File: config.mk
export PLATFORM = sky130hd
export DESIGN_NAME = stg4ma_np
export DESIGN_NICKNAME = d
export VERILOG_FILES = /design/src/rtl/stg4ma_pkg.sv /design/src/rtl/stg4ma_rr_ptr.sv /design/src/rtl/stg4ma_np.sv
export SDC_FILE = /design/constraint.sdc
export NUM_CORES = 1
export LEC_CHECK = 0
export ABC_CLOCK_PERIOD_IN_PS = 1600
export CAP_MARGIN = 20
export CORE_ASPECT_RATIO = 0.8
export CORE_UTILIZATION = 35
export DETAILED_ROUTE_END_ITERATION = 16
export PLACE_DENSITY = 0.78
export SETUP_SLACK_MARGIN = 0.1
export SYNTH_ARGS = -nofsm -noshare
export SYNTH_HDL_FRONTEND = slang
export SYNTH_SLANG_ARGS = --single-unit
File: constraint.sdc
create_clock -name iw_clk -period 1.6 [get_ports iw_clk]
set_input_delay 0.48 -clock iw_clk [delete_from_list [all_inputs] [get_ports iw_clk]]
set_output_delay 0.48 -clock iw_clk [all_outputs]
set_load 0.05 [all_outputs]
File: src/rtl/stg4ma_pkg.sv
// Shared types, opcode constants and helpers for the stg4ma memory-access stage.
package stg4ma_pkg;

   localparam int DEF_ADDR_W   = 24;
   localparam int DEF_DATA_W   = 24;
   localparam int DEF_OPC_W    = 8;
   localparam int DEF_TGT_GP_W = 4;
   localparam int DEF_TGT_SR_W = 2;

   localparam logic [DEF_OPC_W-1:0] OPC_R_LD    = 8'h10;
   localparam logic [DEF_OPC_W-1:0] OPC_R_ST    = 8'h11;
   localparam logic [DEF_OPC_W-1:0] OPC_I_STi   = 8'h12;
   localparam logic [DEF_OPC_W-1:0] OPC_IS_STis = 8'h13;

   typedef enum logic {
      ST_IDLE = 1'b0,
      ST_WAIT = 1'b1
   } stg4ma_state_e;

   function automatic logic is_store(input logic [DEF_OPC_W-1:0] opc);
      return (opc == OPC_R_ST) || (opc == OPC_I_STi) || (opc == OPC_IS_STis);
   endfunction

   function automatic logic is_mem(input logic [DEF_OPC_W-1:0] opc);
      return (opc == OPC_R_LD) || is_store(opc);
   endfunction

endpackage

File: src/rtl/stg4ma_rr_ptr.sv
// Round-robin port pointer: counts modulo NPORT, stepping once per advance pulse.
module stg4ma_rr_ptr #(
   parameter int NPORT = 2,
   parameter int MP_W  = 1
) (
   input  logic            clk_i,
   input  logic            rst_i,
   input  logic            adv_i,
   output logic [MP_W-1:0] ptr_o
);

   logic [MP_W-1:0] ptr_q, ptr_d;

   always_comb begin
      ptr_d = ptr_q;
      if (adv_i) begin
         if (ptr_q == MP_W'(NPORT - 1)) ptr_d = '0;
         else                           ptr_d = ptr_q + 1'b1;
      end
   end

   always_ff @(posedge clk_i) begin
      if (rst_i) ptr_q <= '0;
      else       ptr_q <= ptr_d;
   end

   assign ptr_o = ptr_q;

endmodule

File: src/rtl/stg4ma_np.sv
// Memory-access pipeline stage with NPORT round-robin memory ports and valid/ready flow.
// Optional feature: define STG4MA_TIMEOUT_EN to abort an unacknowledged request after TIMEOUT cycles.
module stg4ma_np
   import stg4ma_pkg::*;
#(
   parameter int ADDR_W   = DEF_ADDR_W,
   parameter int DATA_W   = DEF_DATA_W,
   parameter int OPC_W    = DEF_OPC_W,
   parameter int TGT_GP_W = DEF_TGT_GP_W,
   parameter int TGT_SR_W = DEF_TGT_SR_W,
   parameter int NPORT    = 2,
   parameter int TIMEOUT  = 15,
   localparam int MP_W    = (NPORT > 1) ? $clog2(NPORT) : 1
) (
   input  logic                    iw_clk,
   input  logic                    iw_rst,
   input  logic                    iw_valid,
   output logic                    ow_ready,
   input  logic [ADDR_W-1:0]       iw_pc,
   input  logic [DATA_W-1:0]       iw_instr,
   input  logic [OPC_W-1:0]        iw_opc,
   input  logic [TGT_GP_W-1:0]     iw_tgt_gp,
   input  logic                    iw_tgt_gp_we,
   input  logic [TGT_SR_W-1:0]     iw_tgt_sr,
   input  logic                    iw_tgt_sr_we,
   input  logic [ADDR_W-1:0]       iw_addr,
   input  logic [DATA_W-1:0]       iw_result,
   output logic [NPORT-1:0]        ow_mem_req,
   output logic                    ow_mem_we,
   output logic [NPORT*ADDR_W-1:0] ow_mem_addr,
   output logic [DATA_W-1:0]       ow_mem_wdata,
   input  logic [NPORT-1:0]        iw_mem_ack,
   input  logic [NPORT*DATA_W-1:0] iw_mem_rdata,
   output logic                    ow_valid,
   input  logic                    iw_ready,
   output logic [ADDR_W-1:0]       ow_pc,
   output logic [DATA_W-1:0]       ow_instr,
   output logic [OPC_W-1:0]        ow_opc,
   output logic [TGT_GP_W-1:0]     ow_tgt_gp,
   output logic                    ow_tgt_gp_we,
   output logic [TGT_SR_W-1:0]     ow_tgt_sr,
   output logic                    ow_tgt_sr_we,
   output logic [DATA_W-1:0]       ow_result,
   output logic [MP_W-1:0]         ow_mem_mp,
   output logic                    ow_err
);

   stg4ma_state_e         state_q, state_d;
   logic [NPORT-1:0]      req_q, req_d;
   logic [ADDR_W-1:0]     addr_q, addr_d;
   logic                  we_q, we_d;
   logic [DATA_W-1:0]     wdata_q, wdata_d;
   logic                  valid_q, valid_d;
   logic [ADDR_W-1:0]     pc_q, pc_d;
   logic [DATA_W-1:0]     instr_q, instr_d;
   logic [OPC_W-1:0]      opc_q, opc_d;
   logic [TGT_GP_W-1:0]   tgtGp_q, tgtGp_d;
   logic                  tgtGpWe_q, tgtGpWe_d;
   logic [TGT_SR_W-1:0]   tgtSr_q, tgtSr_d;
   logic                  tgtSrWe_q, tgtSrWe_d;
   logic [DATA_W-1:0]     result_q, result_d;
   logic [MP_W-1:0]       mp_q, mp_d;
   logic                  err_q, err_d;

   logic                  accept;
   logic                  memOp;
   logic                  storeOp;
   logic                  ackSel;
   logic [DATA_W-1:0]     rdataSel;
   logic                  timeoutHit;
   logic [MP_W-1:0]       rPtr;

   assign ow_ready = (state_q == ST_IDLE) && (!valid_q || iw_ready);
   assign accept   = iw_valid && ow_ready;
   assign memOp    = is_mem(DEF_OPC_W'(iw_opc));
   assign storeOp  = is_store(DEF_OPC_W'(iw_opc));

   stg4ma_rr_ptr #(
      .NPORT (NPORT),
      .MP_W  (MP_W)
   ) u_rr_ptr (
      .clk_i (iw_clk),
      .rst_i (iw_rst),
      .adv_i (accept && memOp),
      .ptr_o (rPtr)
   );

`ifdef STG4MA_TIMEOUT_EN
   localparam int CNT_W = $clog2(TIMEOUT + 1);
   logic [CNT_W-1:0] cnt_q, cnt_d;

   assign timeoutHit = (cnt_q == CNT_W'(TIMEOUT));

   // Watchdog restarts on every issued request and counts only while waiting.
   always_comb begin
      cnt_d = cnt_q;
      if (state_q == ST_IDLE)  cnt_d = '0;
      else if (!timeoutHit)    cnt_d = cnt_q + 1'b1;
   end

   always_ff @(posedge iw_clk) begin
      if (iw_rst) cnt_q <= '0;
      else        cnt_q <= cnt_d;
   end
`else
   logic unusedTimeout;
   assign unusedTimeout = (TIMEOUT != 0);
   assign timeoutHit    = 1'b0;
`endif

   // Only the ack and read data of the port that owns the outstanding request matter.
   always_comb begin
      ackSel   = 1'b0;
      rdataSel = '0;
      for (int p = 0; p < NPORT; p++) begin
         if (mp_q == MP_W'(p)) begin
            ackSel   = iw_mem_ack[p];
            rdataSel = iw_mem_rdata[p*DATA_W +: DATA_W];
         end
      end
   end

   always_comb begin
      ow_mem_addr = '0;
      for (int p = 0; p < NPORT; p++) begin
         if (req_q[p]) ow_mem_addr[p*ADDR_W +: ADDR_W] = addr_q;
      end
   end

   // Context is latched straight into the output bundle; ow_valid stays low until it is complete.
   always_comb begin
      state_d   = state_q;
      req_d     = req_q;
      addr_d    = addr_q;
      we_d      = we_q;
      wdata_d   = wdata_q;
      valid_d   = valid_q;
      pc_d      = pc_q;
      instr_d   = instr_q;
      opc_d     = opc_q;
      tgtGp_d   = tgtGp_q;
      tgtGpWe_d = tgtGpWe_q;
      tgtSr_d   = tgtSr_q;
      tgtSrWe_d = tgtSrWe_q;
      result_d  = result_q;
      mp_d      = mp_q;
      err_d     = err_q;

      if (valid_q && iw_ready) begin
         valid_d = 1'b0;
         err_d   = 1'b0;
      end

      case (state_q)
         ST_IDLE: begin
            if (accept) begin
               pc_d      = iw_pc;
               instr_d   = iw_instr;
               opc_d     = iw_opc;
               tgtGp_d   = iw_tgt_gp;
               tgtGpWe_d = iw_tgt_gp_we;
               tgtSr_d   = iw_tgt_sr;
               tgtSrWe_d = iw_tgt_sr_we;
               result_d  = iw_result;
               err_d     = 1'b0;
               if (memOp) begin
                  state_d     = ST_WAIT;
                  req_d       = '0;
                  req_d[rPtr] = 1'b1;
                  addr_d      = iw_addr;
                  we_d        = storeOp;
                  wdata_d     = iw_result;
                  mp_d        = rPtr;
               end else begin
                  valid_d = 1'b1;
                  mp_d    = '0;
               end
            end
         end
         ST_WAIT: begin
            if (ackSel) begin
               state_d  = ST_IDLE;
               req_d    = '0;
               we_d     = 1'b0;
               valid_d  = 1'b1;
               result_d = we_q ? result_q : rdataSel;
            end else if (timeoutHit) begin
               state_d  = ST_IDLE;
               req_d    = '0;
               we_d     = 1'b0;
               valid_d  = 1'b1;
               result_d = '0;
               err_d    = 1'b1;
            end
         end
         default: state_d = ST_IDLE;
      endcase
   end

   always_ff @(posedge iw_clk) begin
      if (iw_rst) begin
         state_q   <= ST_IDLE;
         req_q     <= '0;
         addr_q    <= '0;
         we_q      <= 1'b0;
         wdata_q   <= '0;
         valid_q   <= 1'b0;
         pc_q      <= '0;
         instr_q   <= '0;
         opc_q     <= '0;
         tgtGp_q   <= '0;
         tgtGpWe_q <= 1'b0;
         tgtSr_q   <= '0;
         tgtSrWe_q <= 1'b0;
         result_q  <= '0;
         mp_q      <= '0;
         err_q     <= 1'b0;
      end else begin
         state_q   <= state_d;
         req_q     <= req_d;
         addr_q    <= addr_d;
         we_q      <= we_d;
         wdata_q   <= wdata_d;
         valid_q   <= valid_d;
         pc_q      <= pc_d;
         instr_q   <= instr_d;
         opc_q     <= opc_d;
         tgtGp_q   <= tgtGp_d;
         tgtGpWe_q <= tgtGpWe_d;
         tgtSr_q   <= tgtSr_d;
         tgtSrWe_q <= tgtSrWe_d;
         result_q  <= result_d;
         mp_q      <= mp_d;
         err_q     <= err_d;
      end
   end

   assign ow_mem_req   = req_q;
   assign ow_mem_we    = we_q;
   assign ow_mem_wdata = wdata_q;
   assign ow_valid     = valid_q;
   assign ow_pc        = pc_q;
   assign ow_instr     = instr_q;
   assign ow_opc       = opc_q;
   assign ow_tgt_gp    = tgtGp_q;
   assign ow_tgt_gp_we = tgtGpWe_q;
   assign ow_tgt_sr    = tgtSr_q;
   assign ow_tgt_sr_we = tgtSrWe_q;
   assign ow_result    = result_q;
   assign ow_mem_mp    = mp_q;
   assign ow_err       = err_q;

endmodule

==> PnR_summary.wiki <==
{| class="wikitable"
! Metric !! Value
|-
| Switching part of the total || 28.0%
|-
| Violations in the final reports || setup timing
|-
| Port Buf Inserts || 332
|-
| Mapped Cells || 745
|-
| Endpoint class of the critical path || primary output
|-
| Count of pins on the block boundary || 333
|-
| Cell chosen for the clock root || sky130_fd_sc_hd__clkbuf_16
|-
| DP HPWL || 15.9 mm
|-
| Post-route ant nets || 0
|-
| Smallest setup slack after layout || -0.126 ns
|-
| Peak supply drop || 0.000720 V
|-
| Via total after detailed routing || approximately 6800
|-
| Total clock buffers created by CTS || 17
|-
| Int Power || 7.01 mW
|-
| Post-detailed-route DRC marker count || 0
|-
| Slowest CP cell || sky130_fd_sc_hd__dfxtp_4
|-
| Total area of multi-input combinational cells || 2940 um2
|-
| Final nets || 1270
|-
| Post-Route Hold Slack || 0.326 ns
|-
| Part of the Yosys area used for sequential elements || 49.4%
|-
| Number of global-route vias before repair || 6722
|-
| Final instance area || 12600 um2
|-
| Final hold violations || 0
|-
| Drt pass-1 iters || 4
|-
| Die H || 118 um
|-
| Switching power || 2.72 mW
|-
| Leakage Power || around 4.8 nW
|-
| Fill cell instance count of the final layout || slightly below 1000
|-
| Global-route usage over all layers || 27.5%
|-
| Crit path arrival time || 1.25 ns
|-
| Fraction of layout cells with a size suffix above 1 || a little under a third
|-
| Clock skew after layout || 0.00996 ns
|-
| Max-capacitance violation count || 0
|-
| Highest metal used || met4
|-
| Data required time at the worst endpoint || ~1.1 ns
|-
| Core utilization of the finished layout || 78.5%
|-
| Number of cell rows || 41
|-
| Pin count of the biggest net entering global routing || 53
|-
| Gate power share || 21.4%
|-
| Antenna violations before repair || 1
|-
| Number of failing setup endpoints in the final timing report || just over 50
|-
| Cell Area, Placed || 11200 um2
|-
| Layout area overhead || 116%
|-
| Slew headroom || ~80%
|-
| Initial Util || 36.4%
|-
| CP Launch Type || register
|-
| Unrepaired setup endpoints after global routing || true
|-
| Routed wl met2 || 12.8 mm
|-
| Synthesized netlist net count || 911
|-
| Type of the worst setup path || reg2out
|-
| Number of unique standard cell types used by synthesis || 25
|-
| Final clock period utilization by the worst path || 108%
|-
| #FFs+latches synth || 144
|-
| Wire length of the first global-routing pass || 36.8 mm
|-
| Clock input transition at the sequential cells of the worst setup and hold paths || 0.06 ns
|-
| Outcome || finished with violations
|-
| Synthesis Warnings || 0
|-
| H-Tree Level Count || 4
|-
| Synthesized area per cell || about 8 um2
|-
| Maximum fanout encountered on the critical timing path || 6
|-
| Final wirelength || 24.6 mm
|-
| Synth top area cells || sky130_fd_sc_hd__dfxtp_1 49%, sky130_fd_sc_hd__nand2_1 18%, sky130_fd_sc_hd__a21oi_1 12%
|-
| Netlist area before placement || 5840 um2
|-
| Leading cell types in the layout, fill and taps excluded || 273 x sky130_fd_sc_hd__nand2_1, 183 x sky130_fd_sc_hd__buf_12, 157 x sky130_fd_sc_hd__clkdlybuf4s50_1
|-
| Die extent in x || approximately 150 um
|-
| Number of DRC markers in iteration 0 || ~250
|-
| Vias per cell || about 5.1
|-
| Crit-path cells || clkbuf_16, and2_4, buf_12
|-
| Portion of synthesized cell area occupied by the leading cell type || 49.4%
|-
| Leading area contributor after synthesis || sky130_fd_sc_hd__dfxtp_1
|-
| Number of clock sinks || 144
|-
| Proportion of power drawn by the clock network || 38.9%
|-
| Leading cell type in the layout, fill and taps excluded || sky130_fd_sc_hd__nand2_1
|-
| Power Density || 772 nW/um2
|-
| Relative contribution of sequential cells to total power || between 30 and 40%
|-
| Routed wire length on met3 || between 1.5 and 2 mm
|-
| Worst slack after detailed placement || -0.636 ns
|-
| TritonCTS clock tree || yes
|-
| Total Negative Setup Slacks || -5.45 ns
|-
| Maximum clock insertion buffer count || 2
|-
| Clock network latency to the later pin of the worst-skew pair || 0.42 ns
|-
| Critical Path Max Stage Delay || between 0.3 and 0.4 ns
|-
| Final routed wire length divided by cell count || 18.4 um
|-
| Maximum clock rate || slightly below 600 MHz
|-
| Min-Delay Path Class || in2reg
|-
| Actual slew at the worst max-slew pin || 0.297 ns
|-
| Storage element area || between 2000 and 3000 um2
|-
| Length of routed wiring on met1 || 9.25 mm
|-
| Die area || about 17000 um2
|-
| Routability congestion estimate from global placement || a little over 0.8
|-
| Min Tclk post-route || 1.73 ns
|-
| Floorplan Core Area || 16100 um2
|-
| Max-slew violation count || 0
|-
| Global route total overflow || 0
|}
[final cells by class]
class	instances	area share [%]
Inverter	2	0.0596
Tap cell	215	2.14
Sequential cell	144	23.1
Clock buffer	20	3.55
Antenna cell	1	0.0199
Timing Repair Buffer	398	46.9
Clock inverter	12	0.874
Multi-Input combinational cell	541	23.3
[per-layer routing]
metal	vias to the layer above	GRT usage, %
li1	3178	-
met5	-	0
met2	295	48.5
met3	54	8.91
met1	3228	30.2
met4	0	11.9
[synth_stat cells (all sizes together)]
| library cell | number |
|---|---|
| and4 | 1 |
| inv | 2 |
| o211ai | 25 |
| nor2b | 2 |
| a31oi | 3 |
| and2 | 49 |
| a21oi | 140 |
| o32ai | 1 |
| nor2 | 3 |
| nand2 | 279 |
| mux2i | 25 |
| nor4b | 1 |
| buf | 20 |
| a2111oi | 1 |
| o32a | 1 |
| nand3 | 3 |
| dfxtp | 144 |
| nand2b | 3 |
| a21boi | 1 |
| clkbuf | 38 |
| nand4 | 2 |
| o21ai | 1 |
[path summary, 6_finish.rpt]
check | startpoint | to | slack, ns | cells past startpoint
worst max-delay path | ow_mem_req[0] | ow_mem_addr[11] | -0.13 | 3
worst min-delay path | iw_opc[3] | ow_opc[3] | 0.33 | 3
worst max register to register | ow_mem_mp | ow_result[13] | 0.05 | 6
worst min register to register | addr_q[12] | addr_q[12] | 0.48 | 2
[logic make-up (layout without fill, tap and decap cells)]
kind of cell | after synthesis | in the layout | synth area share (%)
DFF | 144 | 144 | 49.4
AOI/OAI and AO/OA | 173 | 173 | 16.6
other | 0 | 1 | 0
buffers and inverters | 60 | 432 | 4.76
and+or+nand+nor | 343 | 343 | 24.9
muxes | 25 | 25 | 4.35
[worst max-delay path: cells and delay by family (launching register included)]
kind	cells	cell delay (ns)
buf+inv	2	0.29
flops	1	0.39
simple gates	1	0.15
[repair_timing]
action                                 in CTS  in global routing
hold buffers                                0                  0
resized for setup                          86                 48
pin swaps                                   5                  7
gates cloned                                7                  3
endpoints found under the hold margin       0                  0
setup endpoints to repair                 192                179
setup buffers                              26                  2
[metrics by stage]
stage | instances | total power [mW]
floorplan | 745 | 4.69
global placement | 1262 | 5.86
detailed placement | 1262 | 5.89
CTS | 1327 | 9.73
global route | 1333 | 10.1
finish | 1333 | 9.73
[power by group through the flow]
| stage | Combinational (mW) | Sequential [mW] | Clock, mW |
|---|---|---|---|
| 3_5_place_dp | 1.94 | 3.95 | 0 |
| 2_1_floorplan | 0.349 | 4.34 | 0 |
| 3_3_place_gp | 1.92 | 3.94 | 0 |
| 4_1_cts | 2.05 | 3.86 | 3.82 |
| 5_1_grt | 2.17 | 3.88 | 4.02 |
| 6_report | 2.08 | 3.87 | 3.78 |
[flip-flops by register name (all words and copies together), names as in the netlist]
register        flops
u_rr_ptr.ptr_o      1
ow_result          24
ow_opc              8
ow_instr           24
ow_err              1
ow_tgt_sr           2
ow_tgt_gp_we        1
addr_q             24
ow_mem_we           1
ow_pc              24
ow_mem_req          2
ow_valid            1
state_q             1
ow_mem_wdata       24
ow_mem_mp           1
ow_tgt_sr_we        1
ow_tgt_gp           4
(Power assumes the default switching activity.)
